[src/rtl/clock_period_meter.sv]
// clock_period_meter
// Measures a slow, asynchronous clock (clockIn) against the fast board clock:
// reports cmosClock cycles per clockIn period and per high phase, each with a
// one-cycle valid strobe, and flags a stalled input after TIMEOUT cycles
// without a rising edge.
// Optional feature: define CLKMETER_AVG_EN to add avgOut/avgValid, the
// truncated mean of every four accepted periods.
module clock_period_meter #(
  parameter int WIDTH       = 20,
  parameter int SYNC_STAGES = 2,
  parameter int TIMEOUT     = 1000000
) (
  input  logic             cmosClock,
  input  logic             reset,
  input  logic             clockIn,
  input  logic             measureEn,
  output logic [WIDTH-1:0] periodOut,
  output logic [WIDTH-1:0] highOut,
  output logic             periodValid,
  output logic             highValid,
  output logic             stalled
`ifdef CLKMETER_AVG_EN
  ,
  output logic [WIDTH-1:0] avgOut,
  output logic             avgValid
`endif
);

  localparam logic [WIDTH-1:0] TIMEOUT_CNT = WIDTH'(TIMEOUT);
  localparam logic [WIDTH-1:0] CNT_MAX     = '1;

  logic [SYNC_STAGES-1:0] sync_q;
  logic                   sync_in;
  logic                   prev_in;
  logic                   rise;
  logic                   fall;
  logic [WIDTH-1:0]       cnt;
  logic                   armed;
  logic                   take_period;
  logic                   take_high;
  logic                   time_out;

  // Bring clockIn into the cmosClock domain and keep one cycle of history for edge detection
  always_ff @(posedge cmosClock or posedge reset) begin
    if (reset) begin
      sync_q  <= '0;
      prev_in <= 1'b0;
    end else begin
      sync_q  <= {sync_q[SYNC_STAGES-2:0], clockIn};
      prev_in <= sync_in;
    end
  end

  assign sync_in = sync_q[SYNC_STAGES-1];
  assign rise    = sync_in & ~prev_in;
  assign fall    = ~sync_in & prev_in;

  // A measurement is only trustworthy once a rise has anchored the counter
  assign take_period = measureEn & rise & armed;
  assign take_high   = measureEn & fall & armed;
  // A rise arriving in the timeout cycle wins, so the timeout is gated by ~rise
  assign time_out    = measureEn & ~rise & (cnt == TIMEOUT_CNT);

  // Cycle counter, arming, stall flag and registered results with their strobes
  always_ff @(posedge cmosClock or posedge reset) begin
    if (reset) begin
      cnt         <= '0;
      armed       <= 1'b0;
      stalled     <= 1'b0;
      periodOut   <= '0;
      highOut     <= '0;
      periodValid <= 1'b0;
      highValid   <= 1'b0;
    end else begin
      periodValid <= 1'b0;
      highValid   <= 1'b0;
      if (!measureEn) begin
        cnt     <= '0;
        armed   <= 1'b0;
        stalled <= 1'b0;
      end else if (rise) begin
        cnt     <= WIDTH'(1);
        armed   <= 1'b1;
        stalled <= 1'b0;
        if (take_period) begin
          periodOut   <= cnt;
          periodValid <= 1'b1;
        end
      end else begin
        if (cnt != CNT_MAX) begin
          cnt <= cnt + WIDTH'(1);
        end
        if (take_high) begin
          highOut   <= cnt;
          highValid <= 1'b1;
        end
        if (time_out) begin
          stalled <= 1'b1;
          armed   <= 1'b0;
        end
      end
    end
  end

`ifdef CLKMETER_AVG_EN
  logic [WIDTH+1:0] avg_sum;
  logic [WIDTH+1:0] avg_total;
  logic [1:0]       avg_num;

  assign avg_total = avg_sum + {2'b00, cnt};

  // Accumulate accepted periods; every fourth one publishes the truncated mean and restarts
  always_ff @(posedge cmosClock or posedge reset) begin
    if (reset) begin
      avg_sum  <= '0;
      avg_num  <= 2'd0;
      avgOut   <= '0;
      avgValid <= 1'b0;
    end else begin
      avgValid <= 1'b0;
      if (!measureEn || time_out) begin
        avg_sum <= '0;
        avg_num <= 2'd0;
      end else if (take_period) begin
        if (avg_num == 2'd3) begin
          avgOut   <= avg_total[WIDTH+1:2];
          avgValid <= 1'b1;
          avg_sum  <= '0;
          avg_num  <= 2'd0;
        end else begin
          avg_sum <= avg_total;
          avg_num <= avg_num + 2'd1;
        end
      end
    end
  end
`endif

endmodule

[config.mk]
export PLATFORM = sky130hd
export DESIGN_NAME = clock_period_meter
export DESIGN_NICKNAME = d
export VERILOG_FILES = /design/src/rtl/clock_period_meter.sv
export SDC_FILE = /design/constraint.sdc
export NUM_CORES = 1
export LEC_CHECK = 0
export CORE_UTILIZATION = 45
export CTS_BUF_LIST = sky130_fd_sc_hd__clkbuf_8
export CTS_CLUSTER_SIZE = 8
export DETAILED_ROUTE_END_ITERATION = 12
export GPL_TIMING_DRIVEN = 0
export PLACE_DENSITY = 0.83
export SLEW_MARGIN = 20
export SYNTH_ARGS = -nofsm -noshare
export SYNTH_HDL_FRONTEND = slang
export SYNTH_SLANG_ARGS = --single-unit
[constraint.sdc]
create_clock -name cmosClock -period 2.2 [get_ports cmosClock]
set_clock_uncertainty 0.1 [all_clocks]
set_input_delay 0.44 -clock cmosClock [delete_from_list [all_inputs] [get_ports cmosClock]]
set_output_delay 0.44 -clock cmosClock [all_outputs]
set_load 0.02 [all_outputs]
# After elaboration in Yosys (flattened, before gate mapping)
# Index checks and enable logic that the tools add are counted.
# classes
n_addsub	1
n_eq_ne	4
mux	15
bitwise_logic	11
reduce_logical	2
# op_table
op	count
2-to-1 mux 20 bit	3
adder 20 x 1 -> 20 bit (second input constant)	1
equality test 20 bit (second input constant)	1
!= test 20 bit (second input constant)	1
2-to-1 mux 1 bit	12
AND 1 bit	8
!= test 3 x 1 -> 1 bit (second input constant)	2
AND reduction 3 bit	2
NOT 1 bit	3
# totals
reg_bits	67
in_bits	4
out_inout_bits	43
elab_cells	42

# Logic depth before layout (Yosys ltp)
# Gate-level depths: netlist of the first run.
# depth
ltp_word	8
ltp_mapped	8

# Worst setup path after synthesis of the first run
# Ideal clock, no wire load.
# synth_timing
path_type	flip-flop to flip-flop
start	register cnt[0]
end	register cnt[3]
setup_time_ns	0.074
arrival_ns	1.684
required_ns	2.026
slack_ns	0.342
stages_incl_launch_ff	8
path_buffers	2
synth_period_minus_slack_ns	1.858
path_cell_list	dfrtp_1 > ha_1 > and2_1 > and4_4 > buf_6 > buf_6 > a2111o_1 > o21ai_2
# synth_between
elab_chain_cells	4
word_cells_on_any_way	6
classes_between	1 x add/sub; 2 x eq/ne; 3 x mux
# synth_rtl
element	line_no	rtl
start, declared	37	logic [WIDTH-1:0] cnt;
start signal, assigned	91	cnt <= cnt + WIDTH'(1);
adder 20 x 1 -> 20 bit	91	
2-to-1 mux 20 bit	90	if (cnt != CNT_MAX) begin
2-to-1 mux 20 bit	81	end else if (rise) begin
2-to-1 mux 20 bit	77	if (!measureEn) begin
# Parallel ways exist; a longest one is shown, timed or not. The select of a mux whose other input is x is not followed.
# A chain may end at the register's enable or synchronous reset.

# Worst setup path after layout of the first run
# layout_timing
start	register cnt[0]
end	register cnt[19]
# Same word-level chain as after synthesis.

==> results.cfg, run 1 <==
[clock_tree]
cts_buffer_depth = 2
cts-root-buf = clkbuf_8
cts-htree-levels = 3
clk_pin_slew_ns = 0.08
cts_buffers = 9
insertion_delay_ns = 0.35
hold_buffers = 0
cts_sinks = 67
cts_tree = yes
post_cts_buffers = 0
cts_resized = 0

[hold_path]
holdPathEnd = sync_q[1]$_DFF_PP0_
hp-class = reg2reg
hp-start = sync_q[0]$_DFF_PP0_
hold_path_depth = 0

[setup_path]
cp_cell_sequence = ha_1, and2_1, and4_4, buf_6, a2111oi_2, mux2i_1
r2r_slack_ns = 0.14
crit_required_ns = 2.36
endpoint_kind = register
start_kind = register
worst-path-buf-inv = 1
worstPathArrival_ns = 2.22
reg2reg_to = cnt[19]$_DFFE_PP0P_
path_class = reg2reg
critPathMaxFanout = 9
max_stage_delay_ns = 0.43
critical_path_depth = 6
r2r_start = cnt[0]$_DFFE_PP0P_
cp_top_family = flip-flops
rr_worst_depth = 6
cp_slowest_cell = dfrtp_1

[placement]
dpl.hpwl_um = 4620
io_buffers = 45
dpl-instance-area_sq_mm = 0.00364
gp_congestion = 0.921
place_ws_ns = 0.147

[global_route]
grt_pass1_vias = 2336
grt_pass1_wl_um = 11400
globalRouteOverflowTotal = 0
grt_max_degree = 36
antenna_found_initial = 0
grt_usage = 0.205

[run]
cap_violations = 0

[drt]
drt_wl_total_um = 6650
routed.top_layer = met4
drc = 2
wl_met1_um = 3000
dr.pass1.iters = 8
wl_met3_um = 390
first_iter_violations = 202
wire_per_inst_um = 15.6
ant_nets = 0
via_per_inst = 5.51
wl_met2_um = 3200
via_count = 2342

[pwr]
total_power_mw = 2.65
p_per_area_mw_per_mm2 = 683
ir_drop_uv = 463
leakage_nw = 1.78

[synth]
synth.avg_cell_area_sq_um = 10.7
ys_seq_area_frac = 0.546
synth.net_count = 292
ys.warnings.count = 0
synthCells = 286
syn_area_sq_mm = 0.00307
synth_seq_cells = 67
ys_types = 44

[floorplan]
die_w_um = 84.6
start_util = 0.475
die_h_um = 84.6
num_rows = 29
core_sq_mm = 0.00646
ioPinCount = 47
dieArea_sq_mm = 0.00715

[timing]
fin_tns_setup_ns = 0
hold_slack_ns = 0.258
setup_viol = 0
rsz0062_at_grt = no
tightest_slew_ns = 0.717
worst_slack_ns = 0.144
maxSlewHeadroom = 0.521
max_clock_freq_ghz = 0.486
fin_crit_sh = 0.935
finalHoldViolCount = 0
finalMaxSlewViolations = 0
period_needed_ns = 2.06

[final_layout]
fin_area_sq_mm = 0.00388
antenna_cells = 0
fin_nets = 349
syn_to_final_growth_pct = 26.4
layout_common_cells = nand2_1, dfrtp_1, clkdlybuf4s50_1
drive_gt1_frac = 0.175
layout_commonest_cell = nand2_1

[status]
status = finished, violations left
violations = design-rule violations
## state kept, by name, indices dropped and copies added (netlist names)
register,count
cnt,20
highOut,20
periodOut,20
sync_q,2
armed,1
highValid,1
periodValid,1
prev_in,1
stalled,1
## worst max-delay path by stage
| stage | startpoint | endpoint | slack (ns) |
|---|---|---|---|
| after global routing | cnt[0]$_DFFE_PP0P_ | cnt[19]$_DFFE_PP0P_ | 0.02 |
| after CTS | cnt[0]$_DFFE_PP0P_ | cnt[19]$_DFFE_PP0P_ | 0.14 |
| final | cnt[0]$_DFFE_PP0P_ | cnt[19]$_DFFE_PP0P_ | 0.14 |
| after detailed placement | measureEn | highOut[8]$_DFFE_PP0P_ | 0.15 |
| after global placement | reset | periodOut[17]$_DFFE_PP0P_ | 0.12 |
| after floorplan | cnt[0]$_DFFE_PP0P_ | cnt[3]$_DFFE_PP0P_ | 0.34 |
## power breakdown
| part | leakage (nW) | switching (mW) | internal (mW) |
|---|---|---|---|
| Clock | 0.119 | 0.476 | 0.750 |
| Combinational | 0.734 | 0.0946 | 0.0608 |
| Sequential | 0.923 | 0.0138 | 1.25 |
## final cells by class
class / count / area [sq um]
fill: 548 / 2580
sequential: 67 / 1680
multi-input combinational: 193 / 1230
timing repair buffer: 46 / 470
buffer: 18 / 131
clock buffer: 9 / 124
clock inverter: 7 / 116
tap: 77 / 96.3
inverter: 8 / 33.8
## synthesized netlist by cell type
cell | number | share of area
and2_1 | 2 | 0.0041
a2111oi_2 | 2 | 0.0098
o31ai_1 | 3 | 0.0073
a211oi_1 | 2 | 0.0049
a211oi_2 | 2 | 0.0082
nand2_1 | 74 | 0.091
nor4_1 | 1 | 0.0020
or4_1 | 4 | 0.0098
nand4_2 | 2 | 0.0082
dfrtp_1 | 67 | 0.55
or2b_2 | 1 | 0.0029
nor4b_4 | 1 | 0.0077
nand4b_1 | 2 | 0.0057
clkbuf_1 | 6 | 0.0073
mux2i_1 | 8 | 0.026
mux2_2 | 15 | 0.055
buf_4 | 2 | 0.0049
nor3_1 | 1 | 0.0016
buf_6 | 7 | 0.026
nor4b_1 | 1 | 0.0029
nor2_1 | 4 | 0.0049
ha_1 | 2 | 0.0082
o21ai_2 | 1 | 0.0029
a21boi_0 | 1 | 0.0024
and4_4 | 2 | 0.0073
o21a_1 | 1 | 0.0024
and2b_4 | 1 | 0.0033
a22o_1 | 3 | 0.0086
inv_1 | 8 | 0.0098
and4_2 | 2 | 0.0065
o21ai_1 | 4 | 0.0065
nand2b_1 | 6 | 0.012
a32o_1 | 3 | 0.0098
or3_1 | 2 | 0.0041
a21oi_1 | 8 | 0.013
nand2_2 | 1 | 0.0020
a21boi_1 | 1 | 0.0024
and3_1 | 1 | 0.0020
and3_2 | 1 | 0.0024
nand3_1 | 8 | 0.013
o21ai_0 | 13 | 0.021
a2111o_1 | 3 | 0.011
nand4_1 | 4 | 0.0082
buf_2 | 3 | 0.0049
## metal layers
layer	vias to the layer above	GRT usage
li1	1106	-
met1	1159	0.270
met2	71	0.324
met3	6	0.0629
met4	0	0.0724
met5	-	0
## metrics by stage
step	cells	utilization
global placement	408	0.560
detailed placement	409	0.564
finish	425	0.601
floorplan	286	-
CTS	425	0.601
global route	425	0.601
## cell families (layout without fill, tap and decap cells)
kind of cell | count (synthesis) | count (layout) | share of synthesized area
flip-flops | 67 | 67 | 0.546
multiplexers | 23 | 23 | 0.0811
AND/OR/NAND/NOR | 121 | 121 | 0.201
adder cells (fa/ha/maj) | 2 | 2 | 0.00815
buffers and inverters | 26 | 88 | 0.0526
AO/OA/AOI/OAI | 47 | 47 | 0.110
Power figures use the tool's default switching activity.
==> inputs of run 2 (changes only) <==
Settings changed: CORE_MARGIN from default to 2, CTS_CLUSTER_DIAMETER from default to 40.
==> results.cfg, run 2 (synthesis gave the netlist of run 1 again) <==
[clock_tree]
cts-root-buf = clkbuf_8
clk_pin_slew_ns = 0.07
cts_sinks = 67
hold_buffers = 0
cts_buffer_depth = 2
post_cts_buffers = 0
insertion_delay_ns = 0.34
cts_buffers = 9
cts_resized = 0
cts_tree = yes
cts-htree-levels = 3

[drt]
dr.pass1.iters = 4
wl_met3_um = 353
first_iter_violations = 243
drc = 0
wire_per_inst_um = 15.0
routed.top_layer = met4
wl_met2_um = 2940
via_count = 2308
ant_nets = 0
wl_met1_um = 3050
via_per_inst = 5.39
drt_wl_total_um = 6420

[final_layout]
drive_gt1_frac = 0.172
layout_common_cells = nand2_1, dfrtp_1, clkdlybuf4s50_1
fillCellCount = 560
reg_top3 = cnt (20), highOut (20), periodOut (20)
layout_commonest_cell = nand2_1
fin_util = 0.576
stdcell_count = 428
seq_area_sq_mm = 0.00168
fin_nets = 349
antenna_cells = 0
syn_to_final_growth_pct = 25.5
multi_input_area_sq_mm = 0.00123

[run]
cap_violations = 0

[timing]
maxSlewHeadroom = 0.517
finalHoldViolCount = 0
fin_crit_sh = 0.927
period_needed_ns = 2.04
max_clock_freq_ghz = 0.491
finalMaxSlewViolations = 0
rsz0062_at_grt = no
tightest_slew_ns = 0.723
setup_viol = 0
fin_tns_setup_ns = 0

[pwr]
ir_drop_uv = 338
p_per_area_mw_per_mm2 = 650
netSwitchingPower_mw = 0.565
p_comb_frac = 0.061
switching_share = 0.225
p_int_mw = 1.94
p_clk_frac = 0.433
leakage_nw = 1.77
total_power_mw = 2.51
power.share.sequential = 0.506

[placement]
io_buffers = 45
dp.cells = 412
gp_congestion = 0.893
dpl.hpwl_um = 4580

[floorplan]
die_w_um = 86.6
dieArea_sq_mm = 0.00750
die_h_um = 86.6
num_rows = 30
start_util = 0.459
ioPinCount = 47
core_sq_mm = 0.00668

[global_route]
grt_usage = 0.184
grt_max_degree = 36
grt_pass1_vias = 2217
grt_pass1_wl_um = 10700
globalRouteOverflowTotal = 0
antenna_found_initial = 0

[setup_path]
start_kind = register
endpoint_kind = register
path_class = reg2reg
worstPathArrival_ns = 2.16
critPathMaxFanout = 10
crit_required_ns = 2.32

[status]
status = completed

[hold_path]
hp-class = reg2reg
run 2: layout make-up:
class                      count  area share
clock buffer                   9      0.0322
inverter                       8     0.00877
timing repair buffer          46       0.122
tap                           80      0.0260
clock inverter                 7      0.0218
sequential                    67       0.435
buffer                        18      0.0341
multi-input combinational    193       0.320
run 2: per-layer routing:
| layer | vias to the layer above | GRT usage |
|---|---|---|
| met3 | 9 | 0.0476 |
| met4 | 0 | 0.0597 |
| met2 | 81 | 0.273 |
| met1 | 1108 | 0.264 |
| met5 | - | 0 |
| li1 | 1110 | - |
run 2: critical path, cell delays in order (launching register included):
cell	delay [ns]
dfrtp_1	0.48
nand4_2	0.24
nor4b_4	0.50
buf_6	0.22
nand2_2	0.12
a32o_1	0.27
run 2: stage by stage:
step	setup slack (ns)	area [sq um]	hold slack, ns
3_5_place_dp	0.194	3640	0.246
4_1_cts	0.177	3850	0.260
2_1_floorplan	0.342	3070	0.231
6_report	0.161	3850	0.264
5_1_grt	0.0430	3850	0.265
3_3_place_gp	0.125	3620	0.232
run 2: path summary, 6_finish.rpt:
kind | startpoint | end | slack (ns) | cells after the start
setup / recovery | cnt[17]$_DFFE_PP0P_ | cnt[7]$_DFFE_PP0P_ | 0.16 | 5
hold / removal | sync_q[0]$_DFF_PP0_ | sync_q[1]$_DFF_PP0_ | 0.26 | 0
setup reg to reg | cnt[17]$_DFFE_PP0P_ | cnt[7]$_DFFE_PP0P_ | 0.16 | 5
hold reg to reg | sync_q[0]$_DFF_PP0_ | sync_q[1]$_DFF_PP0_ | 0.26 | 0
max in group asynchronous | reset | highOut[13]$_DFFE_PP0P_ | 0.95 | 3
min in group asynchronous | reset | periodOut[17]$_DFFE_PP0P_ | 0.46 | 2
run 2: power by group through the flow:
stage                     logic (mW)  registers (mW)  clock network (mW)
after floorplan               0.0752            1.31                   0
after global placement         0.149            1.29                   0
after detailed placement       0.157            1.29                   0
after CTS                      0.157            1.27                1.10
after global routing           0.170            1.27                1.15
final                          0.154            1.27                1.08
==> inputs of run 3 (changes only) <==
Settings changed: SLEW_MARGIN 20 to default.
==> results of run 3 <==
Same layout as run 2: the final DEF is identical, and so are final timing and power.
